**src/rtl/alu_issue_pkg.sv**
```systemverilog
// ---------------------------------------------------------------------------
// alu_issue_pkg
// Shared definitions for the ALU operand issue stage:
//   - occ_state_e : buffer occupancy state (EMPTY / ONE / FULL)
//   - DEF_W/DEF_OPW : default operand and opcode widths
//   - alu_entry_t : packed {op, a, b} entry at the default widths
//   - level_of()  : occupancy count encoded for the level output
// ---------------------------------------------------------------------------
package alu_issue_pkg;

    localparam int DEF_W   = 32;
    localparam int DEF_OPW = 4;

    typedef enum logic [1:0] {
        ST_EMPTY = 2'd0,
        ST_ONE   = 2'd1,
        ST_FULL  = 2'd2
    } occ_state_e;

    typedef struct packed {
        logic [DEF_OPW-1:0] op;
        logic [DEF_W-1:0]   a;
        logic [DEF_W-1:0]   b;
    } alu_entry_t;

    // Occupancy count reported on the level output for a given state.
    function automatic logic [1:0] level_of(input occ_state_e st);
        logic [1:0] lvl;
        case (st)
            ST_EMPTY: lvl = 2'd0;
            ST_ONE:   lvl = 2'd1;
            ST_FULL:  lvl = 2'd2;
            default:  lvl = 2'd0;
        endcase
        return lvl;
    endfunction

endpackage

```
**src/rtl/operand_fwd_mux.sv**
```systemverilog
// ---------------------------------------------------------------------------
// operand_fwd_mux
// Per-operand 2:1 select between the register-read operand and the ALUOut
// feedback value. Build option: ALU_ISSUE_FORWARD_EN. When it is undefined
// the block is a pass-through of data and sel/fb are ignored.
// Ports:
//   sel  : take fb instead of data
//   fb   : ALUOut register value
//   data : operand from register read
//   y    : selected operand
// ---------------------------------------------------------------------------
module operand_fwd_mux
    import alu_issue_pkg::*;
#(
    parameter int W = DEF_W
) (
    input  logic         sel,
    input  logic [W-1:0] fb,
    input  logic [W-1:0] data,
    output logic [W-1:0] y
);

`ifdef ALU_ISSUE_FORWARD_EN
    // Forwarding build: feedback value replaces the operand when selected.
    always_comb begin
        y = data;
        if (sel) begin
            y = fb;
        end else begin
            y = data;
        end
    end
`else
    // Non-forwarding build: sel and fb are kept on the port list but unused.
    logic unused_s;
    assign unused_s = sel ^ (^fb);

    // Pass the register-read operand straight through.
    always_comb begin
        y = data;
    end
`endif

endmodule

```
**src/rtl/alu_operand_issue.sv**
```systemverilog
// ---------------------------------------------------------------------------
// alu_operand_issue
// Two-entry operand buffer feeding the ALU, with registered outputs.
// Build option: ALU_ISSUE_FORWARD_EN (operand forwarding from aluout_fb).
// Ports:
//   clock, reset_n     : clock, asynchronous active-low reset
//   flush              : synchronous clear of all buffered entries
//   in_valid/in_ready  : upstream handshake (in_ready depends on state only)
//   in_a, in_b, in_op  : operands and opcode of the incoming entry
//   in_fwd_a, in_fwd_b : substitute aluout_fb for the operand at capture
//   aluout_fb          : ALUOut register output, sampled at the accept edge
//   out_valid/out_ready: handshake toward the ALU
//   out_a, out_b, out_op: head entry, stable while stalled
//   level              : occupancy 0..2
// ---------------------------------------------------------------------------
module alu_operand_issue
    import alu_issue_pkg::*;
#(
    parameter int W   = DEF_W,
    parameter int OPW = DEF_OPW
) (
    input  logic           clock,
    input  logic           reset_n,
    input  logic           flush,
    input  logic           in_valid,
    output logic           in_ready,
    input  logic [W-1:0]   in_a,
    input  logic [W-1:0]   in_b,
    input  logic [OPW-1:0] in_op,
    input  logic           in_fwd_a,
    input  logic           in_fwd_b,
    input  logic [W-1:0]   aluout_fb,
    output logic           out_valid,
    input  logic           out_ready,
    output logic [W-1:0]   out_a,
    output logic [W-1:0]   out_b,
    output logic [OPW-1:0] out_op,
    output logic [1:0]     level
);

    typedef struct packed {
        logic [OPW-1:0] op;
        logic [W-1:0]   a;
        logic [W-1:0]   b;
    } entry_t;

    occ_state_e state_r;
    entry_t     head_r;
    entry_t     tail_r;
    entry_t     cap_s;
    logic       in_ready_r;
    logic       out_valid_r;
    logic [1:0] level_r;
    logic [W-1:0] cap_a_s;
    logic [W-1:0] cap_b_s;
    logic       push_s;
    logic       pop_s;

    operand_fwd_mux #(.W(W)) u_mux_a (
        .sel  (in_fwd_a),
        .fb   (aluout_fb),
        .data (in_a),
        .y    (cap_a_s)
    );

    operand_fwd_mux #(.W(W)) u_mux_b (
        .sel  (in_fwd_b),
        .fb   (aluout_fb),
        .data (in_b),
        .y    (cap_b_s)
    );

    assign cap_s  = {in_op, cap_a_s, cap_b_s};
    // Handshakes use the registered status flags, so no input reaches an output.
    assign push_s = in_valid & in_ready_r;
    assign pop_s  = out_valid_r & out_ready;

    assign in_ready  = in_ready_r;
    assign out_valid = out_valid_r;
    assign level     = level_r;
    assign out_a     = head_r.a;
    assign out_b     = head_r.b;
    assign out_op    = head_r.op;

    // Occupancy FSM, head/tail entry registers and registered status outputs.
    always_ff @(posedge clock or negedge reset_n) begin
        if (!reset_n) begin
            state_r     <= ST_EMPTY;
            head_r      <= '0;
            tail_r      <= '0;
            in_ready_r  <= 1'b1;
            out_valid_r <= 1'b0;
            level_r     <= level_of(ST_EMPTY);
        end else if (flush) begin
            // Entries are discarded; data registers keep their contents.
            state_r     <= ST_EMPTY;
            in_ready_r  <= 1'b1;
            out_valid_r <= 1'b0;
            level_r     <= level_of(ST_EMPTY);
        end else begin
            case (state_r)
                ST_EMPTY: begin
                    if (push_s) begin
                        head_r      <= cap_s;
                        state_r     <= ST_ONE;
                        in_ready_r  <= 1'b1;
                        out_valid_r <= 1'b1;
                        level_r     <= level_of(ST_ONE);
                    end else begin
                        state_r     <= ST_EMPTY;
                    end
                end
                ST_ONE: begin
                    if (push_s && pop_s) begin
                        // Head leaves this edge, so the new entry takes its place.
                        head_r      <= cap_s;
                        state_r     <= ST_ONE;
                    end else if (push_s) begin
                        tail_r      <= cap_s;
                        state_r     <= ST_FULL;
                        in_ready_r  <= 1'b0;
                        out_valid_r <= 1'b1;
                        level_r     <= level_of(ST_FULL);
                    end else if (pop_s) begin
                        state_r     <= ST_EMPTY;
                        in_ready_r  <= 1'b1;
                        out_valid_r <= 1'b0;
                        level_r     <= level_of(ST_EMPTY);
                    end else begin
                        state_r     <= ST_ONE;
                    end
                end
                ST_FULL: begin
                    if (pop_s) begin
                        head_r      <= tail_r;
                        state_r     <= ST_ONE;
                        in_ready_r  <= 1'b1;
                        out_valid_r <= 1'b1;
                        level_r     <= level_of(ST_ONE);
                    end else begin
                        state_r     <= ST_FULL;
                    end
                end
                default: begin
                    state_r     <= ST_EMPTY;
                    in_ready_r  <= 1'b1;
                    out_valid_r <= 1'b0;
                    level_r     <= level_of(ST_EMPTY);
                end
            endcase
        end
    end

endmodule

```
**config.mk**
```make
export PLATFORM = sky130hd
export DESIGN_NAME = alu_operand_issue
export DESIGN_NICKNAME = d
export VERILOG_FILES = /design/src/rtl/alu_issue_pkg.sv /design/src/rtl/operand_fwd_mux.sv /design/src/rtl/alu_operand_issue.sv
export SDC_FILE = /design/constraint.sdc
export NUM_CORES = 1
export LEC_CHECK = 0
export CAP_MARGIN = 10
export CORE_MARGIN = 1
export CORE_UTILIZATION = 47
export CTS_CLUSTER_DIAMETER = 200
export DETAILED_ROUTE_END_ITERATION = 7
export PLACE_DENSITY = 0.82
export SETUP_SLACK_MARGIN = 0.2
export SLEW_MARGIN = 5
export SYNTH_ARGS = -nofsm -noshare
export SYNTH_HDL_FRONTEND = slang
export SYNTH_SLANG_ARGS = --single-unit
```
**constraint.sdc**
```tcl
create_clock -name clock -period 2.68 [get_ports clock]
set_clock_uncertainty 0.05 [all_clocks]
set_input_delay 0.402 -clock clock [delete_from_list [all_inputs] [get_ports clock]]
set_output_delay 0.402 -clock clock [all_outputs]
set_load 0.01 [all_outputs]
```
==> run summary, run 1 <==
## Final layout
- 742 — fin nets
- 0 — Antenna diodes
- clkdlybuf4s50_1 (143), dfrtp_1 (141), nor2_1 (72) — leading cell types in the layout, fill and taps excluded
- 37.6% — area growth from synthesis to layout
- clkdlybuf4s50_1 — commonest non-fill, non-tap cell in the layout
- 815 — Final Non-Filler Cells
- 17.3% — fraction of final layout cells sized beyond drive strength 1

## Placed design
- 8.77 mm — detailed placement HPWL
- 144 — buffers added on ports
- 783 — Placed Cells incl. Taps
- 0.821 — weighted congestion reported at the end of routability-driven placement

## Yosys
- 488 — gate count of the mapped netlist
- 0.00603 sq mm — combined area of all synthesized cells
- 58.9% — sequential fraction of the synthesis area
- 599 — post-synthesis net count
- 12.4 sq um — average footprint of a synthesized cell
- 30 — number of distinct library cells after synthesis
- 0 — number of warnings issued by yosys
- 142 — number of synthesized register bits

## Route
- 4,221 — total via count after detailed routing
- 0 — DRC violations left
- 208 — DRC marker count from the first detailed-route iteration
- 16.0 microns — Wirelength per Cell
- 5.18 — detail-routed via count per cell
- 5 — first-pass iteration count of the detailed router
- 13.0 mm — detailed-route wire length
- 0 — residual antenna-violating net count after detailed routing

## Die
- 115 microns — chip height
- 0.0126 sq mm — core area
- 41 — number of placement rows
- 0.0133 sq mm — Total Die Area
- 48.0% — Initial Util
- 115 microns — overall die width
- 179 — top-level I/O count

## CTS
- 0 — postcts setup bufs
- 0 — number of instances resized during post-cts repair
- 2 — deepest clock path buffer count
- 4 — H-tree Lvls
- done — clock tree from TritonCTS
- clkbuf_16 — clk root buf
- 0.06 ns — Clk pin slew, worst setup/hold paths
- 0.41 ns — clock network latency to the later pin of the worst-skew pair
- 17 — number of buffers created by CTS
- 142 — Clock Sink Count

## Timing
- 0 — final setup fails
- 53.8% — worst relative slew slack
- 0.693 ns — slew of the pin with the lowest slew margin
- no — unrepaired setup endpoints after global routing
- 0 ns — Setup TNS
- 85.4% — Tcrit/Tclk final
- 0 — final hold viol count
- 2.29 ns — shortest clock period the worst path allows after layout
- 437 MHz — Peak Freq
- 0 — max-slew violation count

## Power and ir drop
- 3.36 nW — reported leakage power
- 518 uV — largest vdd supply drop
- 1010 mW/mm^2 — power density of the placed cells

## GRT
- 20.7% — Global Route Usage Sum
- 0 — total grt overflow
- 21.0 mm — wire length of the first global-routing pass
- 76 — largest net degree at the start of global routing
- 4,326 — number of global-route vias before repair
- 0 — number of antenna violations at the first check in global routing

## Worst setup path
- 7 — number of cells on the worst reg-to-reg path
- 7 — Crit path depth
- 2.96 ns — Data required, critical path
- state_r[0]$_DFF_PN0_ — launch point of the critical path
- 2 — Buf+Inv Stages, Crit Path
- out_a[2]$_DFFE_PN0P_ — crit path to
- 74 — maximum net fanout on the critical path
- 0.55 ns — Slowest Stage Delay on Critical Path
- out_a[2]$_DFFE_PN0P_ — Worst R2R End
- flop — startpoint kind of the worst setup timing path
- compound AO/OA/AOI/OAI gates — category of cells accounting for the largest share of critical-path delay
- reg2reg — class of the most critical setup path
- a2111oi_4 — library cell contributing the largest single delay on the critical path
- 0.39 ns — FF-to-FF setup slack
- inv_1 > ha_1 > a21boi_1 > a2111oi_4 > buf_12 > nor2_1 > a21oi_1 — list of cells traversed by the critical path
- 2.56 ns — Worst Path Arrival
- flop — crit path capture type
- state_r[0]$_DFF_PN0_ — startpoint of the worst register-to-register path

## Run
- 0 — number of max-cap violations

## Worst hold path
- reg2reg — Hold WC Path Type

## Outcome
- finished clean — result of the run

## what timing repair did
item,4_1_cts,5_1_grt
hold buffers,1,0
endpoints found under the setup margin,0,0
hold endpoints to repair,70,0
## synthesized netlist by cell type (all sizes together)
| library cell | n | area share, % |
|---|---|---|
| or2 | 2 | 0.21 |
| mux2 | 68 | 13 |
| o22ai | 1 | 0.10 |
| a21boi | 2 | 0.25 |
| mux2i | 69 | 11 |
| a31oi | 2 | 0.21 |
| a21bo | 1 | 0.17 |
| o21ai | 1 | 0.083 |
| and3 | 2 | 0.21 |
| nor3 | 1 | 0.083 |
| nor2 | 72 | 4.5 |
| nand4 | 1 | 0.10 |
| and3b | 1 | 0.15 |
| nand2 | 4 | 0.25 |
| dfrtp | 141 | 58 |
| dfstp | 1 | 0.44 |
| a21oi | 70 | 5.8 |
| nand3 | 3 | 0.25 |
| ha | 4 | 0.83 |
| a211oi | 1 | 0.12 |
| a311oi | 1 | 0.15 |
| a22o | 1 | 0.15 |
| o211a | 1 | 0.17 |
| a2111oi | 1 | 0.46 |
| buf | 12 | 0.91 |
| inv | 4 | 0.25 |
| a32o | 1 | 0.17 |
| o32ai | 2 | 0.29 |
| clkbuf | 18 | 1.1 |
## logic make-up after synthesis
| kind of cell | after synthesis | synth area share, % |
|---|---|---|
| AND/OR/NAND/NOR | 86 | 5.72 |
| buffers and inverters | 34 | 2.28 |
| multiplexers | 137 | 24.1 |
| flip-flops | 142 | 58.9 |
| adder cells (fa/ha/maj) | 4 | 0.830 |
| AO/OA/AOI/OAI | 85 | 8.11 |
## layout make-up
cell class              count  area (sq um)
fillers                   937          4270
flip-flops and latches    142          3550
multi-input cells         312          2370
repair buffers            154          1600
clock buffers              26           499
well taps                 172           215
clock inverters             5          56.3
inverters                   4          15.0
## power breakdown
part	switching (mW)	internal [mW]	total [mW]
registers	0.509	3.09	3.60
clock network	0.819	1.37	2.19
logic	1.07	1.54	2.61
## flip-flops by register name, summed over array words and instances, names as in the netlist
| register | count |
|---|---|
| in_ready | 1 |
| level | 2 |
| out_a | 32 |
| out_b | 32 |
| out_op | 4 |
| out_valid | 1 |
| state_r | 2 |
| tail_r | 68 |
## worst min path at each step
stage / from / end / slack [ns] / cells past startpoint
after floorplan: reset_n / level[0]$_DFFE_PN0P_ / 0.06 / 0
after global placement: reset_n / out_b[10]$_DFFE_PN0P_ / 0.40 / 1
after detailed placement: reset_n / tail_r[9]$_DFFE_PN0P_ / 0.42 / 1
after CTS: tail_r[45]$_DFFE_PN0P_ / tail_r[45]$_DFFE_PN0P_ / 0.46 / 1
after global routing: tail_r[17]$_DFFE_PN0P_ / tail_r[17]$_DFFE_PN0P_ / 0.47 / 1
final: tail_r[45]$_DFFE_PN0P_ / tail_r[45]$_DFFE_PN0P_ / 0.45 / 1
## through the flow
stage	util, %	total power [mW]	hold WS, ns	worst slack, ns	area, sq um
6_report	66.1	8.39	0.454	0.391	8300
4_1_cts	66.1	8.49	0.456	0.380	8300
3_3_place_gp	61.6	6.07	0.405	0.266	7740
3_5_place_dp	61.6	6.26	0.417	0.132	7740
2_1_floorplan	-	4.85	0.0564	0.616	6030
5_1_grt	66.1	8.86	0.468	0.271	8300
## per-layer routing
metal / global-route usage (%) / wire (microns) / vias to the layer above
met2: 35.1 / 6710 / 122
met5: 0 / 0 / -
met1: 24.9 / 5450 / 2076
met3: 5.27 / 680 / 20
met4: 8.92 / 192 / 0
li1: - / - / 2003
(Power assumes the default switching activity.)
==> run 2: changes to the inputs <==
--- a/config.mk
+++ b/config.mk
@@ -5,9 +5,9 @@
 export SDC_FILE = /design/constraint.sdc
 export NUM_CORES = 1
 export LEC_CHECK = 0
-export CAP_MARGIN = 10
+export ABC_AREA = 1
 export CORE_MARGIN = 1
-export CORE_UTILIZATION = 47
+export CORE_UTILIZATION = 48
 export CTS_CLUSTER_DIAMETER = 200
 export DETAILED_ROUTE_END_ITERATION = 7
 export PLACE_DENSITY = 0.82
==> run 2 against run 1 <==
Cell area rose by 4.2%. Highest routed layer unchanged. Register-to-register slack better by 0.40 ns. Fmax grew 15%. Final cell count grew 36%. Via count rose by 30%.
==> run summary, run 2 <==
## Outcome
- finished clean — result of the run

## Yosys
- dfrtp_1 — most common flop cell mapped by yosys
- 908 — post-synthesis net count
- dfrtp_1 (55%), nand2_1 (17%), o21ai_0 (15%) — top area cells in the synthesized netlist
- 54.8% — Yosys top cell area share
- 0 — number of enable flip-flop cells after synthesis
- 0.00643 sq mm — combined area of all synthesized cells
- 142 — number of synthesized register bits
- 55.2% — sequential fraction of the synthesis area
- dfrtp_1 — cell accounting for the most synthesized area
- 0 — number of warnings issued by yosys
- 24 — number of distinct library cells after synthesis
- 100% — fraction of synthesis flops using an asynchronous set or reset pin
- nand2_1 (290), o21ai_0 (194), dfrtp_1 (141), inv_1 (77), clkbuf_1 (27) — top cells by instance count after synthesis
- nand2_1 — count leader, synth
- 797 — gate count of the mapped netlist
- 8.07 sq um — average footprint of a synthesized cell

## CTS
- 17 — number of buffers created by CTS
- clkbuf_16 — clk root buf
- done — clock tree from TritonCTS
- 2 — deepest clock path buffer count
- 0.42 ns — clock network latency to the later pin of the worst-skew pair
- 0 — postcts setup bufs
- 0.06 ns — Clk pin slew, worst setup/hold paths
- 4 — H-tree Lvls
- 142 — Clock Sink Count

## Power and ir drop
- 1070 mW/mm^2 — power density of the placed cells
- 549 uV — largest vdd supply drop
- 4.16 nW — reported leakage power

## Timing
- 74.4% — Tcrit/Tclk final
- 1.99 ns — shortest clock period the worst path allows after layout
- 0.590 ns — slew of the pin with the lowest slew margin
- 0 ns — Setup TNS
- 0 — final setup fails
- 0 — max-slew violation count
- no — unrepaired setup endpoints after global routing
- 60.6% — worst relative slew slack
- 502 MHz — Peak Freq
- 0.423 ns — final hold slack
- 0 — final hold viol count

## Route
- 0 — DRC violations left
- 0 — residual antenna-violating net count after detailed routing
- 13.4 microns — Wirelength per Cell
- 5 — first-pass iteration count of the detailed router
- 958 microns — met3 wire len
- 6.56 mm — routed length on met1
- 512 — DRC marker count from the first detailed-route iteration
- 4.95 — detail-routed via count per cell
- 7.06 mm — routed wire length on met2
- 14.9 mm — detailed-route wire length
- met4 — DR top layer
- 5,483 — total via count after detailed routing

## Final layout
- tail_r — register ranked first by flip-flop count
- 5.77% — fraction of final layout cells sized beyond drive strength 1
- 67.5% — core occupancy in the finished layout
- 34.5% — area growth from synthesis to layout
- 1,034 — fin nets
- 68 — max reg flops
- nand2_1 (290), o21ai_0 (194), clkdlybuf4s50_1 (143) — leading cell types in the layout, fill and taps excluded
- nand2_1 — commonest non-fill, non-tap cell in the layout
- 1,108 — Final Non-Filler Cells
- 0 — Antenna diodes

## GRT
- 0 — number of antenna violations at the first check in global routing
- 94 — largest net degree at the start of global routing
- 25.2 mm — wire length of the first global-routing pass
- 22.9% — Global Route Usage Sum
- 5,255 — number of global-route vias before repair
- 0 — total grt overflow

## Die
- 0.0128 sq mm — core area
- 50.2% — Initial Util
- 41 — number of placement rows
- 118 microns — overall die width
- 179 — top-level I/O count
- 118 microns — chip height
- 0.0139 sq mm — Total Die Area

## Worst setup path
- dfstp_2 — library cell contributing the largest single delay on the critical path
- clkdlybuf4s50_1 — list of cells traversed by the critical path
- output pin — crit path capture type
- 1 — Buf+Inv Stages, Crit Path
- flop — startpoint kind of the worst setup timing path
- 2.23 ns — Data required, critical path
- flip-flops — category of cells accounting for the largest share of critical-path delay
- 5 — maximum net fanout on the critical path
- 1.54 ns — Worst Path Arrival
- reg2out — class of the most critical setup path
- 0.58 ns — Slowest Stage Delay on Critical Path

## Placed design
- 0.792 — weighted congestion reported at the end of routability-driven placement
- 1,075 — Placed Cells incl. Taps
- 144 — buffers added on ports
- 9.23 mm — detailed placement HPWL

## Worst hold path
- reg2reg — Hold WC Path Type

## Run
- 0 — number of max-cap violations

-- run 2: per-layer routing --
layer	track usage, %	vias up
met1	30.7	2533
li1	-	2766
met4	8.97	0
met3	6.10	26
met2	35.4	158
met5	0	-
-- run 2: area by class of cell --
| type | instances | area, sq um |
|---|---|---|
| flip-flops and latches | 142 | 3550 |
| fillers | 1015 | 4170 |
| inverters | 78 | 294 |
| repair buffers | 158 | 1610 |
| well taps | 172 | 215 |
| clock inverters | 14 | 216 |
| multi-input cells | 526 | 2330 |
| clock buffers | 18 | 429 |
-- run 2: power breakdown --
part / leakage, nW / internal, mW / switching [mW]
clock network: 0.303 / 1.65 / 0.905
registers: 1.72 / 3.17 / 0.426
logic: 2.14 / 1.48 / 1.59
total: 4.16 / 6.31 / 2.92
-- run 2: cell families (layout without fill, tap and decap cells) --
logic type | Yosys count | after routing | share of synthesized area, %
DFF | 142 | 142 | 55.2
AOI/OAI and AO/OA | 209 | 209 | 16.3
adders and majority gates | 4 | 4 | 0.778
buffers and inverters | 129 | 268 | 8.56
and+or+nand+nor | 313 | 313 | 19.2
-- run 2: worst paths after layout --
kind | slack, ns | endpoint | startpoint | cells past startpoint
worst max-delay path | 0.69 | in_ready | in_ready$_DFFE_PN1P_ | 1
worst min-delay path | 0.42 | level[0]$_DFFE_PN0P_ | level[0]$_DFFE_PN0P_ | 2
worst max register to register | 0.79 | out_b[28]$_DFFE_PN0P_ | state_r[0]$_DFF_PN0_ | 8
worst min register to register | 0.42 | level[0]$_DFFE_PN0P_ | level[0]$_DFFE_PN0P_ | 2
max in group asynchronous | 1.40 | out_b[3]$_DFFE_PN0P_ | reset_n | 3
min in group asynchronous | 0.49 | out_b[12]$_DFFE_PN0P_ | reset_n | 2
-- run 2: stage by stage --
step	power [mW]	area (sq um)	setup slack, ns
floorplan	5.09	6430	1.00
global placement	6.57	8000	0.570
detailed placement	6.69	8000	0.563
CTS	9.31	8650	0.656
global route	9.82	8650	0.610
finish	9.22	8650	0.687
-- run 2: tightest hold or removal path, stage by stage, from the launching register on --
cell and delay (ns):
dfrtp_1 0.34, nand2_1 0.05, nand2_1 0.04
-- run 2: timing repair --
action                                 in CTS  in global routing
hold buffers                                1                  0
gates resized for setup                     0                  0
endpoints found under the hold margin      59                  0
